`src/rtl/ddr_rd_arbiter.sv`:
```
// ddr_rd_arbiter: round-robin owner of the shared DDR read port; drives the read-mux select
// Ports:
//   clk, rst_n                         clock, asynchronous active-low reset
//   req_weights/req_bias/req_data      level requests from the three loaders
//   len_weights/len_bias/len_data      transfer length in 64-bit words, sampled at grant
//   ddr_conf                           muxed conf pulse from the granted loader
//   ddr_fifo_req, ddr_fifo_empty       muxed pop request and FIFO empty; a beat is req & ~empty
//   switch                             mux select: 0 idle, 1 weights, 2 bias, 3 data
//   grant, done                        one-hot grant and one-cycle done pulse {data,bias,weights}
//   busy                               high outside IDLE
//   err_beat                           sticky flag for a pop beat seen outside XFER
module ddr_rd_arbiter #(
    parameter int SINGLE_LEN = 20
) (
    input  logic                  clk,
    input  logic                  rst_n,
    input  logic                  req_weights,
    input  logic                  req_bias,
    input  logic                  req_data,
    input  logic [SINGLE_LEN-1:0] len_weights,
    input  logic [SINGLE_LEN-1:0] len_bias,
    input  logic [SINGLE_LEN-1:0] len_data,
    input  logic                  ddr_conf,
    input  logic                  ddr_fifo_req,
    input  logic                  ddr_fifo_empty,
    output logic [1:0]            switch,
    output logic [2:0]            grant,
    output logic [2:0]            done,
    output logic                  busy,
    output logic                  err_beat
);
    typedef enum logic [1:0] {IDLE, GRANT, XFER, DONE} state_t;
    state_t                state_q, state_d;
    logic [1:0]            switch_q, switch_d, rr_q, rr_d, ch_q, ch_d, c1, c2, sel;
    logic [2:0]            grant_q, grant_d, done_q, done_d, req;
    logic                  err_q, err_d, beat;
    logic [SINGLE_LEN-1:0] cnt_q, cnt_d, len_q, len_d, sel_len;
    function automatic logic [1:0] nxt(input logic [1:0] i);
        return i == 2'd2 ? 2'd0 : i + 2'd1;
    endfunction
    assign req  = {req_data, req_bias, req_weights};
    assign beat = ddr_fifo_req & ~ddr_fifo_empty;
    // rr_q holds the channel with top priority; search forward from it
    assign c1      = nxt(rr_q);
    assign c2      = nxt(c1);
    assign sel     = req[rr_q] ? rr_q : req[c1] ? c1 : c2;
    assign sel_len = sel == 2'd0 ? len_weights : sel == 2'd1 ? len_bias : len_data;
    always_comb begin
        state_d  = state_q;
        switch_d = switch_q;
        grant_d  = grant_q;
        done_d   = '0;
        rr_d     = rr_q;
        ch_d     = ch_q;
        cnt_d    = cnt_q;
        len_d    = len_q;
        err_d    = err_q | (beat & (state_q != XFER));
        case (state_q)
            IDLE: if (|req) begin
                state_d  = GRANT;
                ch_d     = sel;
                len_d    = sel_len;
                cnt_d    = '0;
                switch_d = sel + 2'd1;
                grant_d  = 3'b001 << sel;
            end
            GRANT: if (ddr_conf) state_d = len_q == '0 ? DONE : XFER;
            XFER: if (beat) begin
                cnt_d = cnt_q + 1'b1;
                // completion on the last beat keeps the counter from ever wrapping
                if (cnt_q == len_q - 1'b1) state_d = DONE;
            end
            DONE: begin
                state_d = IDLE;
                rr_d    = nxt(ch_q);
            end
            default: state_d = IDLE;
        endcase
        if (state_d == DONE && state_q != DONE) begin
            switch_d = 2'd0;
            grant_d  = '0;
            done_d   = 3'b001 << ch_q;
        end
    end
    always_ff @(posedge clk or negedge rst_n) begin
        if (!rst_n) begin
            state_q  <= IDLE;
            switch_q <= '0;
            grant_q  <= '0;
            done_q   <= '0;
            rr_q     <= '0;
            ch_q     <= '0;
            cnt_q    <= '0;
            len_q    <= '0;
            err_q    <= 1'b0;
        end else begin
            state_q  <= state_d;
            switch_q <= switch_d;
            grant_q  <= grant_d;
            done_q   <= done_d;
            rr_q     <= rr_d;
            ch_q     <= ch_d;
            cnt_q    <= cnt_d;
            len_q    <= len_d;
            err_q    <= err_d;
        end
    end
    assign switch   = switch_q;
    assign grant    = grant_q;
    assign done     = done_q;
    assign busy     = state_q != IDLE;
    assign err_beat = err_q;
endmodule
```
`config.mk`:
```
export PLATFORM = sky130hd
export DESIGN_NAME = ddr_rd_arbiter
export DESIGN_NICKNAME = d
export VERILOG_FILES = /design/src/rtl/ddr_rd_arbiter.sv
export SDC_FILE = /design/constraint.sdc
export NUM_CORES = 1
export LEC_CHECK = 0
export BUFFER_PORTS_ARGS = -buffer_cell sky130_fd_sc_hd__buf_2
export CAP_MARGIN = 40
export CORE_MARGIN = 8
export CORE_UTILIZATION = 40
export CTS_BUF_LIST = sky130_fd_sc_hd__clkbuf_2
export CTS_CLUSTER_DIAMETER = 60
export DETAILED_ROUTE_END_ITERATION = 6
export HOLD_SLACK_MARGIN = 0.12
export RECOVER_POWER = 50
export SLEW_MARGIN = 5
export SYNTH_ARGS = -nofsm -noshare
export SYNTH_HDL_FRONTEND = slang
export SYNTH_SLANG_ARGS = --single-unit
```
`constraint.sdc`:
```
create_clock -name clk -period 2.38 [get_ports clk]
set_clock_uncertainty 0.05 [all_clocks]
set_input_delay 0.238 -clock clk [delete_from_list [all_inputs] [get_ports clk]]
set_output_delay 0.238 -clock clk [all_outputs]
set_load 0.005 [all_outputs]
```
* Yosys cells after proc, flatten, opt, wreduce, memory -nomap -nowiden
Cells that the tools add are included.
** Storage, ports and cells
- Bits in registers :: 55
- Input bits :: 68
- Output and inout port bits :: 10
- Word-level logic and storage cells :: 75
** Operators by class
- Add/sub/neg operators :: 6
- Order comparisons :: 2
- Eq/ne operators :: 13
- Shift operators :: 2
- Muxes and demuxes :: 27
- Bitwise logic cells :: 4
- Reductions and logical operators :: 12
** Operators with widths (count)
- $mux 20 :: 4
- $pmux 20 s2 :: 1
- $mux 2 :: 12
- $add 20x1->20 const B :: 1
- $eq 20x20->1 :: 1
- $logic_not 20->1 :: 1
- $sub 20x1->20 const B :: 1
- $eq 2x2->1 const B :: 6
- $mux 3 :: 4
- $add 2x1->2 const B :: 4
- $ne 2x2->1 const B :: 4
- $pmux 2 s4 :: 1
- $reduce_bool 2->1 :: 4
- $lt 2x3->1 const B :: 2
- $shl 1x2->3 const A :: 2
- $bmux 1 s2 :: 2
- $eq 2x1->1 const B :: 2
- $logic_not 2->1 :: 2
- $reduce_and 2->1 :: 2
- $mux 1 :: 3
- $reduce_and 3->1 :: 1
- $reduce_or 3->1 :: 1
- $and 1x1->1 :: 2
- $logic_and 1x1->1 :: 1
- 2 further kinds :: 2

* Logic depth before layout (Yosys ltp)
Gate-level depths: netlist of the first run.
- Word-level depth :: 10
- Mapped depth :: 11
- Depth with buffers taken out :: 10

* Least setup slack after synthesis of the first run
Ideal clock, no wire load.
- Path kind :: register -> register
- Start :: register len_q[0]
- End :: register grant_q[0], in the netlist grant[0]
- Setup time :: 0.121 ns
- Arrival time :: 2.311 ns
- Data required time :: 2.209 ns
- Setup slack :: -0.102 ns
- Stages on the path, launching flop included :: 10
- Buffers on the path :: 0
- Clock period less this slack :: 2.482 ns
- Cell sequence :: dfrtp_1 > inv_1 > ha_1 > or4b_4 > o21ai_2 > o311a_1 > nor3_1 > nor4_1 > a41oi_2 > a22o_1
** Between the ends
- Word-level cells in the longest chain between the ends :: 9
- Elaborated cells on any way between the ends :: 14
- Classes of those cells :: add/sub: 1; eq/ne: 2; mux: 6; reduce/logical: 5
** RTL lines
- start, declared :: line 37 : logic [SINGLE_LEN-1:0] cnt_q, cnt_d, len_q, len_d, sel_len;
- start signal, assigned :: line 104 : len_q <= len_d;
- $sub 20x1->20 :: line 71 : if (cnt_q == len_q - 1'b1) state_d = DONE;
- $eq 20x20->1 :: line 71
- $mux 2 :: line 71
- $mux 2 :: line 68 : XFER: if (beat) begin
- $pmux 2 s4 * :: line 58 : case (state_q)
- $eq 2x2->1 * :: line 79 : if (state_d == DONE && state_q != DONE) begin
- $logic_and 1x1->1 * :: line 79
- $reduce_bool 2->1 (no source line)
- $reduce_and 2->1 (no source line)
- end signal, assigned :: line 99 : grant_q <= grant_d;
- end, declared :: line 35 : logic [2:0] grant_q, grant_d, done_q, done_d, req;
Mark *: on every way between the ends. The rest lies on a longest branch, timed or not.
A chain may end at the register's enable or synchronous reset.

* Final worst setup path of the first run
- Start :: register len_q[1]
- End :: register grant_q[2], in the netlist grant[2]
Same word-level chain as after synthesis.

==> results of run 1 <==
[cell type report]
type	instances	area [sq um]	area share
multi-input combinational	327	2160	0.4225
sequential	55	1379	0.2698
timing repair buffer	186	1351	0.2644
tap	108	135.1	0.02644
inverter	10	37.54	0.007344
clock buffer	5	25.02	0.004896
clock inverter	3	18.77	0.003672
antenna	2	5.005	0.0009792
[through the flow]
step           cell area, sq um  power (uW)
6_report                   5111        5120
5_1_grt                    5111        5509
2_1_floorplan              3592        3278
4_1_cts                    5081        5031
3_3_place_gp               4444        4414
3_5_place_dp               4444        4459
[per-layer routing]
layer  GRT usage  part of all wire  wire length, microns  vias to the layer above
met1      0.2187              0.46                  5069                     1654
met3     0.04058             0.052                   568                       18
met5           0                 0                     0                        -
met4     0.05495             0.018                   194                        0
li1            -                 -                     -                     1817
met2      0.2921              0.47                  5152                      102
[worst max-delay path, cell delays in order (launching register included)]
cell     delay (ns)
dfrtp_1        0.46
inv_2          0.08
ha_4           0.14
or4b_4         0.53
o21ai_2        0.18
o311a_1        0.23
nor3_1         0.07
nor4_2         0.35
a41oi_4        0.20
a22o_1         0.21
[cells by family after synthesis]
kind of cell,Yosys count
simple gates,172
compound gates,92
flops,55
xor+xnor,37
buf+inv,33
mux,21
fa+ha+maj,5
[path summary, 6_finish.rpt]
path,startpoint,to,cells past startpoint
max,len_q[1],grant[2],9
min in group asynchronous,rst_n,cnt_q[0],2
min,len_bias[5],len_q[5],5
max reg2reg,len_q[1],grant[2],9
max in group asynchronous,rst_n,len_q[6],3
min reg2reg,err_beat,err_beat,1
[power groups by stage]
stage | logic [uW] | registers (uW) | clock network [uW]
6_report | 3260 | 1470 | 389
5_1_grt | 3570 | 1510 | 433
4_1_cts | 3160 | 1470 | 403
3_5_place_dp | 2980 | 1480 | 0
3_3_place_gp | 2940 | 1470 | 0
2_1_floorplan | 1810 | 1470 | 0
[sequential cells by signal, summed over array words and instances, names as in the netlist]
signal and count:
rr_q 2, err_beat 1, ch_q 2, switch 2, grant 3, state_q 2
len_q 20, done 3, cnt_q 20
[synthesized netlist by cell type (all sizes together) (7+ instances only)]
master  count
nand2      45
inv        10
a31oi       7
o21ai      35
or3         7
nor4        9
xor2       19
mux2i      21
nor2       52
a21oi      27
dfrtp      55
xnor2      18
nand3       9
clkbuf     19
nand4       9
nor3       10
[placed cells by master (no fill, tap or decap), types with 3 or more instances in the layout]
cell type / count
buf_2: 76
dfrtp_1: 53
buf_4: 53
nor2_1: 52
dlygate4sd3_1: 52
nand2_1: 45
o21ai_0: 33
a21oi_1: 27
mux2i_1: 20
xor2_1: 19
xnor2_1: 18
nand4_1: 9
nand3_1: 9
inv_1: 8
nor3_1: 8
or3_1: 7
clkbuf_2: 6
nor2b_1: 5
a31oi_1: 5
nor4_1: 4
nand2b_1: 4
a22o_1: 4
ha_1: 4
or2_2: 3
nor4_2: 3
[repair_timing]
action	4_1_cts	5_1_grt
endpoints found under the setup margin	9	10
hold buffers	52	0
resized for setup	8	6
setup buffers	3	2
hold endpoints to repair	64	0
pin swaps	7	2
gates cloned	0	0
==> flow_summary.yaml, run 1 <==
yosys:
  yosys_warnings: 0
  yosysTopAreaCell: "dfrtp_1"
  ys.flop_type: "dfrtp_1"
  synth_simple_gate_area_frac: 0.2499
  synth_top_area_share: 0.3850
  yosysUniqueCellTypes: 60
  synth-async-reset-ratio: 1.000
  avgSynthCellArea_sq_um: 8.614
  synth_compound_area_frac: 0.1607
  synthMuxAreaShare: 0.05880
  seq_area_frac_synth: 0.3850
  synthTopCellsByArea: "dfrtp_1 39%, mux2i_1 5.9%, nor2_1 5.5%"
  synth-edff-count: 0
  synth-xor-area-share: 0.09065
  netlist_area_sq_um: 3575
  ys_ff_latch: 55
  synthAdderAreaFrac: 0.01750
  synth_top_family_by_area: "simple AND/OR/NAND/NOR gates"
  synth_nets: 488
  syn_inst: 415
power:
  power_density_nw_per_um2: 1002
  power_frac_comb: 0.636
  power_switching_uw: 2299
  pwr-share-seq: 0.288
  p_clk_frac: 0.076
  ir_drop_uv: 1052
  p_int_uw: 2821
  p_leak_uw: 0.002297
  switching_share: 0.4490
timing:
  setup_viol: 9
  slew_viol_final: 0
  maxSlewHeadroom: 0.1114
  finalHoldViolations: 0
  finalCriticalPeriod_ns: 2.567
  layout_setup_ws_ns: -0.1866
  max_freq_ghz: 0.3896
  rsz0062_at_grt: "yes"
  finalSetupTns_ns: -1.394
  post-route-period-util: 1.078
  hold-worst-slack_ns: 0.1214
  worst_pin_slew_ns: 1.333
worst_setup_path:
  path_class: "reg2reg"
  start_kind: "flip-flop"
  end_kind: "flip-flop"
  path_max_fanout: 5
  reg2reg_slack_ns: -0.19
  arrival_ns: 2.94
  required_ns: 2.76
clocking:
  clock_sinks: 55
  clk_pin_slew_worst_paths_ns: 0.31
  ctsHtreeMaxLevel: 2
  cts_made_buffers: 5
  clk_path_buf_depth: 2
  clock_latency_ns: 0.48
  clockRootBuffer: "clkbuf_2"
  cts_tree: "done"
drt:
  dr.first_iter.drc_count: 126
  vias_per_cell: 5.159
  via_count: 3591
  wl_microns: 10990
  detail_route.wl_per_cell_microns: 15.78
  antenna_left: 0
  drtPass1Iterations: 7
  drcViolationCount: 0
worst_hold_path:
  holdCritPathClass: "in2reg"
global_routing:
  antenna_found_initial: 2
  grt_max_degree: 42
  grt_usage: 0.1756
  grt_pass1_vias: 3718
  grt_pass1_wl_microns: 18110
  grt_overflow: 0
layout:
  finalNonFillerCells: 696
  area_growth_pct: 42.98
  fillers: 798
  finish.utilization: 0.5890
  drive_above_1_share: 0.2867
  nets: 658
floorplan:
  start_util: 0.4119
  dieArea_sq_um: 12220
  die_y_microns: 110.5
  placementRows: 34
  io_pins: 78
  die_x_microns: 110.5
  core_area_sq_um: 8678
placed_design:
  hpwl_microns: 7643
  dp_cells: 629
  place.gp.congestion: 0.8554
  dp_slack_ns: -0.2009
  io_buffers: 77
job:
  cap_violations: 0
status:
  status: "finished, violations left"
  violations: "negative setup slack"
No activity file was read; power rests on OpenSTA's default activity.
==> inputs of run 2 (changes only) <==
--- a/config.mk
+++ b/config.mk
@@ -7,12 +7,15 @@
 export LEC_CHECK = 0
 export BUFFER_PORTS_ARGS = -buffer_cell sky130_fd_sc_hd__buf_2
 export CAP_MARGIN = 40
+export CELL_PAD_IN_SITES_DETAIL_PLACEMENT = 0
+export CELL_PAD_IN_SITES_GLOBAL_PLACEMENT = 1
 export CORE_MARGIN = 8
-export CORE_UTILIZATION = 40
+export CORE_UTILIZATION = 38
 export CTS_BUF_LIST = sky130_fd_sc_hd__clkbuf_2
 export CTS_CLUSTER_DIAMETER = 60
 export DETAILED_ROUTE_END_ITERATION = 6
 export HOLD_SLACK_MARGIN = 0.12
+export PLACE_DENSITY_LB_ADDON = 0.1
 export RECOVER_POWER = 50
 export SLEW_MARGIN = 5
 export SYNTH_ARGS = -nofsm -noshare
==> flow_summary.yaml, run 2 (synthesis gave the netlist of run 1 again) <==
status:
  status: "finished, violations left"
  violations: "max-capacitance violations, max-slew violations, negative setup slack"
worst_setup_path:
  worstPathCellList: "inv_2 > ha_4 > or4b_4 > nor4b_4 > nor3b_2 > a31oi_2 > buf_4 > nor4_4 > a31oi_4 > buf_4 > nor3_2"
  path_class: "reg2reg"
  path_max_fanout: 5
  rr_endpoint: "done[1]"
  required_ns: 2.71
  cpMostUsedCell: "buf_4"
  r2r_cells: 11
  r2r_start: "len_q[1]"
  arrival_ns: 2.91
  end_kind: "flip-flop"
  max_stage_delay_ns: 0.51
  start_kind: "flip-flop"
  crit_slowest_cell: "or4b_4"
  reg2reg_slack_ns: -0.20
clocking:
  clock_latency_ns: 0.46
  cts_tree: "done"
  cts_made_buffers: 5
  clk_pin_slew_worst_paths_ns: 0.31
  clock_sinks: 55
  ctsHtreeMaxLevel: 2
  clk_path_buf_depth: 2
  clockRootBuffer: "clkbuf_2"
power:
  ir_drop_uv: 951.4
  p_leak_uw: 0.002274
  power_uw: 5228
  power_density_nw_per_um2: 1040
timing:
  setup_viol: 9
  layout_setup_ws_ns: -0.1978
  max_freq_ghz: 0.3879
  maxSlewHeadroom: -0.02740
  rsz0062_at_grt: "yes"
  worst_pin_slew_ns: 1.541
  finalCriticalPeriod_ns: 2.578
  finalSetupTns_ns: -1.297
  post-route-period-util: 1.083
  finalHoldViolations: 0
  slew_viol_final: 28
drt:
  vias_per_cell: 5.071
  drtPass1Iterations: 5
  drcViolationCount: 0
  via_count: 3489
  antenna_left: 0
  detail_route.wl_per_cell_microns: 15.21
  wl_microns: 10460
  dr.first_iter.drc_count: 116
worst_hold_path:
  worstHoldStart: "len_data[14]"
  holdCritPathClass: "in2reg"
  hold_end: "len_q[14]"
  min_path_cells: 5
placed_design:
  dp_cells: 635
  place.gp.congestion: 0.9200
  hpwl_microns: 7577
  io_buffers: 77
layout:
  finalNonFillerCells: 688
  most-common-layout-cells: "76 x buf_2, 58 x buf_4, 53 x dfrtp_1"
  multi_input_area_sq_um: 2150
  diodes: 0
  seq_area_sq_um: 1379
  nets: 649
  area_growth_pct: 40.60
  mostFrequentLayoutCell: "buf_2"
  fillers: 871
  top_regs: "cnt_q: 20 flops, len_q: 20 flops"
  drive_above_1_share: 0.3050
global_routing:
  grt_overflow: 0
  antenna_found_initial: 0
  grt_usage: 0.1710
  grt_max_degree: 42
  grtUsageMet1: 0.2239
  busiest_layer: "met2"
  grtUsageMet2: 0.2773
  grt_pass1_vias: 3677
  grt_util_met3: 0.04153
  grt_pass1_wl_microns: 17970
floorplan:
  dieArea_sq_um: 12770
  placementRows: 35
  core_area_sq_um: 9196
  die_x_microns: 113.0
  start_util: 0.3887
  die_y_microns: 113.0
  io_pins: 78
job:
  cap_violations: 1
run 2: cell types whose count changed in the layout (fill, tap and decap cells not counted), sizes merged:
cell / previous run / this run
diode: 2 / 0
dlygate4sd3: 52 / 38
buf: 131 / 136
clkinv: 2 / 1
bufinv: 0 / 1
run 2: how the worst max path moves through the flow:
| stage | cells past startpoint | to | startpoint | slack (ns) |
|---|---|---|---|---|
| 2_1_floorplan | 9 | grant[0] | len_q[0] | -0.04 |
| 3_3_place_gp | 9 | grant[1] | len_q[1] | -0.18 |
| 3_5_place_dp | 9 | switch[1] | len_q[1] | -0.21 |
| 4_1_cts | 9 | done[2] | len_q[1] | -0.20 |
| 5_1_grt | 9 | done[2] | len_q[1] | -0.33 |
| 6_report | 11 | done[1] | len_q[1] | -0.20 |
run 2: metrics by stage:
stage                 util  worst slack, ns  hold WS [ns]  cell area [sq um]
floorplan                -         -0.03507       -0.1076               3592
global placement    0.4861          -0.1783        0.2497               4471
detailed placement  0.4861          -0.2096        0.2564               4471
CTS                 0.5427          -0.1955        0.1211               4991
global route        0.5465          -0.3282        0.1314               5026
finish              0.5465          -0.1978        0.1433               5026
run 2: worst max-delay path: cells and delay by family (launching register included):
family	cells	cell delay, ns
simple gates	5	1.00
flops	1	0.46
compound gates	2	0.46
buf+inv	3	0.39
fa+ha+maj	1	0.13
run 2: routing by layer:
| layer | vias to the layer above | routed length [microns] |
|---|---|---|
| met1 | 1589 | 4962 |
| met2 | 98 | 4719 |
| met4 | 0 | 209 |
| met5 | - | 0 |
| li1 | 1789 | - |
| met3 | 13 | 572 |
run 2: cell type report:
class / instances / area share
multi-input cells: 327 / 0.4277
inverters: 10 / 0.007468
clock buffers: 5 / 0.004979
flip-flops and latches: 55 / 0.2743
clock inverters: 3 / 0.009460
repair buffers: 177 / 0.2484
well taps: 111 / 0.02763
run 2: what timing repair did:
action | 4_1_cts | 5_1_grt
hold buffers | 38 | 0
setup buffers | 5 | 2
resized for setup | 8 | 7
pin swaps | 9 | 5
hold endpoints to repair | 48 | 0
endpoints found under the setup margin | 9 | 9
run 2: power by group:
group	internal [uW]	total (uW)	switching, uW
Sequential	1210	1480	269
Clock	184	500	316
Combinational	1570	3250	1680
==> inputs of run 3 (changes only) <==
--- a/config.mk
+++ b/config.mk
@@ -9,6 +9,7 @@
 export CAP_MARGIN = 40
 export CELL_PAD_IN_SITES_DETAIL_PLACEMENT = 0
 export CELL_PAD_IN_SITES_GLOBAL_PLACEMENT = 1
+export CORE_ASPECT_RATIO = 0.8
 export CORE_MARGIN = 8
 export CORE_UTILIZATION = 38
 export CTS_BUF_LIST = sky130_fd_sc_hd__clkbuf_2
==> constraint.sdc (replaced) <==
create_clock -name clk -period 2.38 [get_ports clk]
set_clock_uncertainty 0.05 [all_clocks]
set_input_delay 0.357 -clock clk [delete_from_list [all_inputs] [get_ports clk]]
set_output_delay 0.357 -clock clk [all_outputs]
set_load 0.005 [all_outputs]
==> flow_summary.yaml, run 3 (synthesis gave the netlist of run 1 again) <==
drt:
  top_layer_used: "met4"
  drtPass1Iterations: 4
  via_count: 3394
  detail_route.wl_per_cell_microns: 15.10
  met1Wirelength_microns: 5123
  wl_met2_microns: 4046
  drcViolationCount: 0
  dr.first_iter.drc_count: 145
  vias_per_cell: 5.135
  wl_microns: 9978
  antenna_left: 0
  routed-wl-met3_microns: 637
global_routing:
  grt_usage: 0.1557
  grt_max_degree: 42
  antenna_found_initial: 0
  grt_pass1_vias: 3357
  grt_overflow: 0
  grt_pass1_wl_microns: 16550
floorplan:
  start_util: 0.3922
  die_y_microns: 102.8
  io_pins: 78
  die_x_microns: 124.4
  core_area_sq_um: 9115
  dieArea_sq_um: 12790
  placementRows: 31
clocking:
  clk_pin_slew_worst_paths_ns: 0.30
  clock_latency_ns: 0.47
  clockRootBuffer: "clkbuf_2"
  clk_path_buf_depth: 2
  clock_sinks: 55
  cts_tree: "done"
  ctsHtreeMaxLevel: 2
  cts_made_buffers: 5
worst_hold_path:
  min_path_cells: 3
  worstHoldStart: "len_weights[17]"
  holdCritPathClass: "in2reg"
  hold_end: "len_q[17]"
power:
  ir_drop_uv: 859.6
  power_uw: 5045
  p_leak_uw: 0.002147
  power_density_nw_per_um2: 1064
layout:
  diodes: 0
  top_regs: "cnt_q: 20 flops, len_q: 20 flops"
  mostFrequentLayoutCell: "buf_2"
  nets: 618
  area_growth_pct: 32.66
  most-common-layout-cells: "77 x buf_2, 54 x dfrtp_1, 53 x buf_4"
  drive_above_1_share: 0.3150
timing:
  slew_viol_final: 0
  finalCriticalPeriod_ns: 2.609
  max_freq_ghz: 0.3833
  maxSlewHeadroom: 0.04095
  setup_viol: 9
  rsz0062_at_grt: "yes"
  finalHoldViolations: 0
  layout_setup_ws_ns: -0.2291
  post-route-period-util: 1.096
  worst_pin_slew_ns: 1.439
  hold-worst-slack_ns: 0.1300
worst_setup_path:
  arrival_ns: 2.99
  rr_endpoint: "switch[0]"
  path_class: "reg2reg"
  max_stage_delay_ns: 0.49
  worstPathCellList: "buf_4 > or3_1 > o311ai_0 > o31ai_2 > buf_4 > o311ai_1 > nor4_4 > a31oi_4 > inv_2 > a21oi_2"
  crit_slowest_cell: "dfrtp_1"
  start_kind: "flip-flop"
  r2r_cells: 10
  end_kind: "flip-flop"
  cpMostUsedCell: "buf_4"
  reg2reg_slack_ns: -0.23
  path_max_fanout: 6
  r2r_start: "len_q[2]"
  required_ns: 2.76
job:
  cap_violations: 0
placed_design:
  hpwl_microns: 7746
  place.gp.congestion: 0.9253
  io_buffers: 77
  dp_slack_ns: -0.2023
status:
  status: "finished, violations left"
  violations: "negative setup slack"
run 3: cell count changes in the layout (fill, tap and decap cells not counted), moves of 2 or more:
cell and change:
dlygate4sd3_1 -25, buf_4 -5, xnor2_1 -3, xnor2_2 +3, clkinvlp_4 +2
run 3: worst max-delay path by stage:
stage	from	end	slack (ns)
after CTS	len_q[0]	switch[0]	-0.18
final	len_q[2]	switch[0]	-0.23
after detailed placement	len_q[1]	grant[2]	-0.20
after floorplan	len_q[0]	grant[0]	-0.04
after global placement	len_q[1]	grant[1]	-0.15
after global routing	len_q[2]	switch[0]	-0.37
run 3: power by group:
group	switching (uW)	internal (uW)	total (uW)
logic	1660	1490	3150
clock network	320	75.5	395
registers	291	1210	1500
total	2270	2770	5040
run 3: worst max-delay path: cells and delay by family, from the launching register on:
family | cells | cell delay (ns)
compound gates | 5 | 1.11
flops | 1 | 0.49
simple gates | 2 | 0.52
buf+inv | 3 | 0.39
run 3: metal layers:
layer,global-route usage,up-vias
met5,0,-
met3,0.03700,18
met1,0.2203,1509
met2,0.2311,132
li1,-,1735
met4,0.04247,0
run 3: cell type report:
cell class | count | area (sq um)
Clock inverter | 3 | 23.77
Multi-Input combinational cell | 327 | 2177
Clock buffer | 5 | 25.02
Timing Repair Buffer | 146 | 957.2
Fill cell | 870 | 4373
Inverter | 10 | 37.54
Tap cell | 115 | 143.9
Sequential cell | 55 | 1378
run 3: timing repair:
action / CTS / global route
hold endpoints to repair: 36 / 0
resized for setup: 7 / 10
pin swaps: 11 / 4
setup endpoints to repair: 9 / 9
setup buffers: 2 / 1
hold buffers: 13 / 0
run 3: metrics by stage:
step	cells	TNS, ns	util	cell area (sq um)
floorplan	415	-0.1548	-	3592
global placement	637	-0.8324	0.4894	4461
detailed placement	637	-1.220	0.4894	4461
CTS	660	-1.224	0.5150	4695
global route	661	-5.404	0.5202	4742
finish	661	-1.593	0.5202	4742
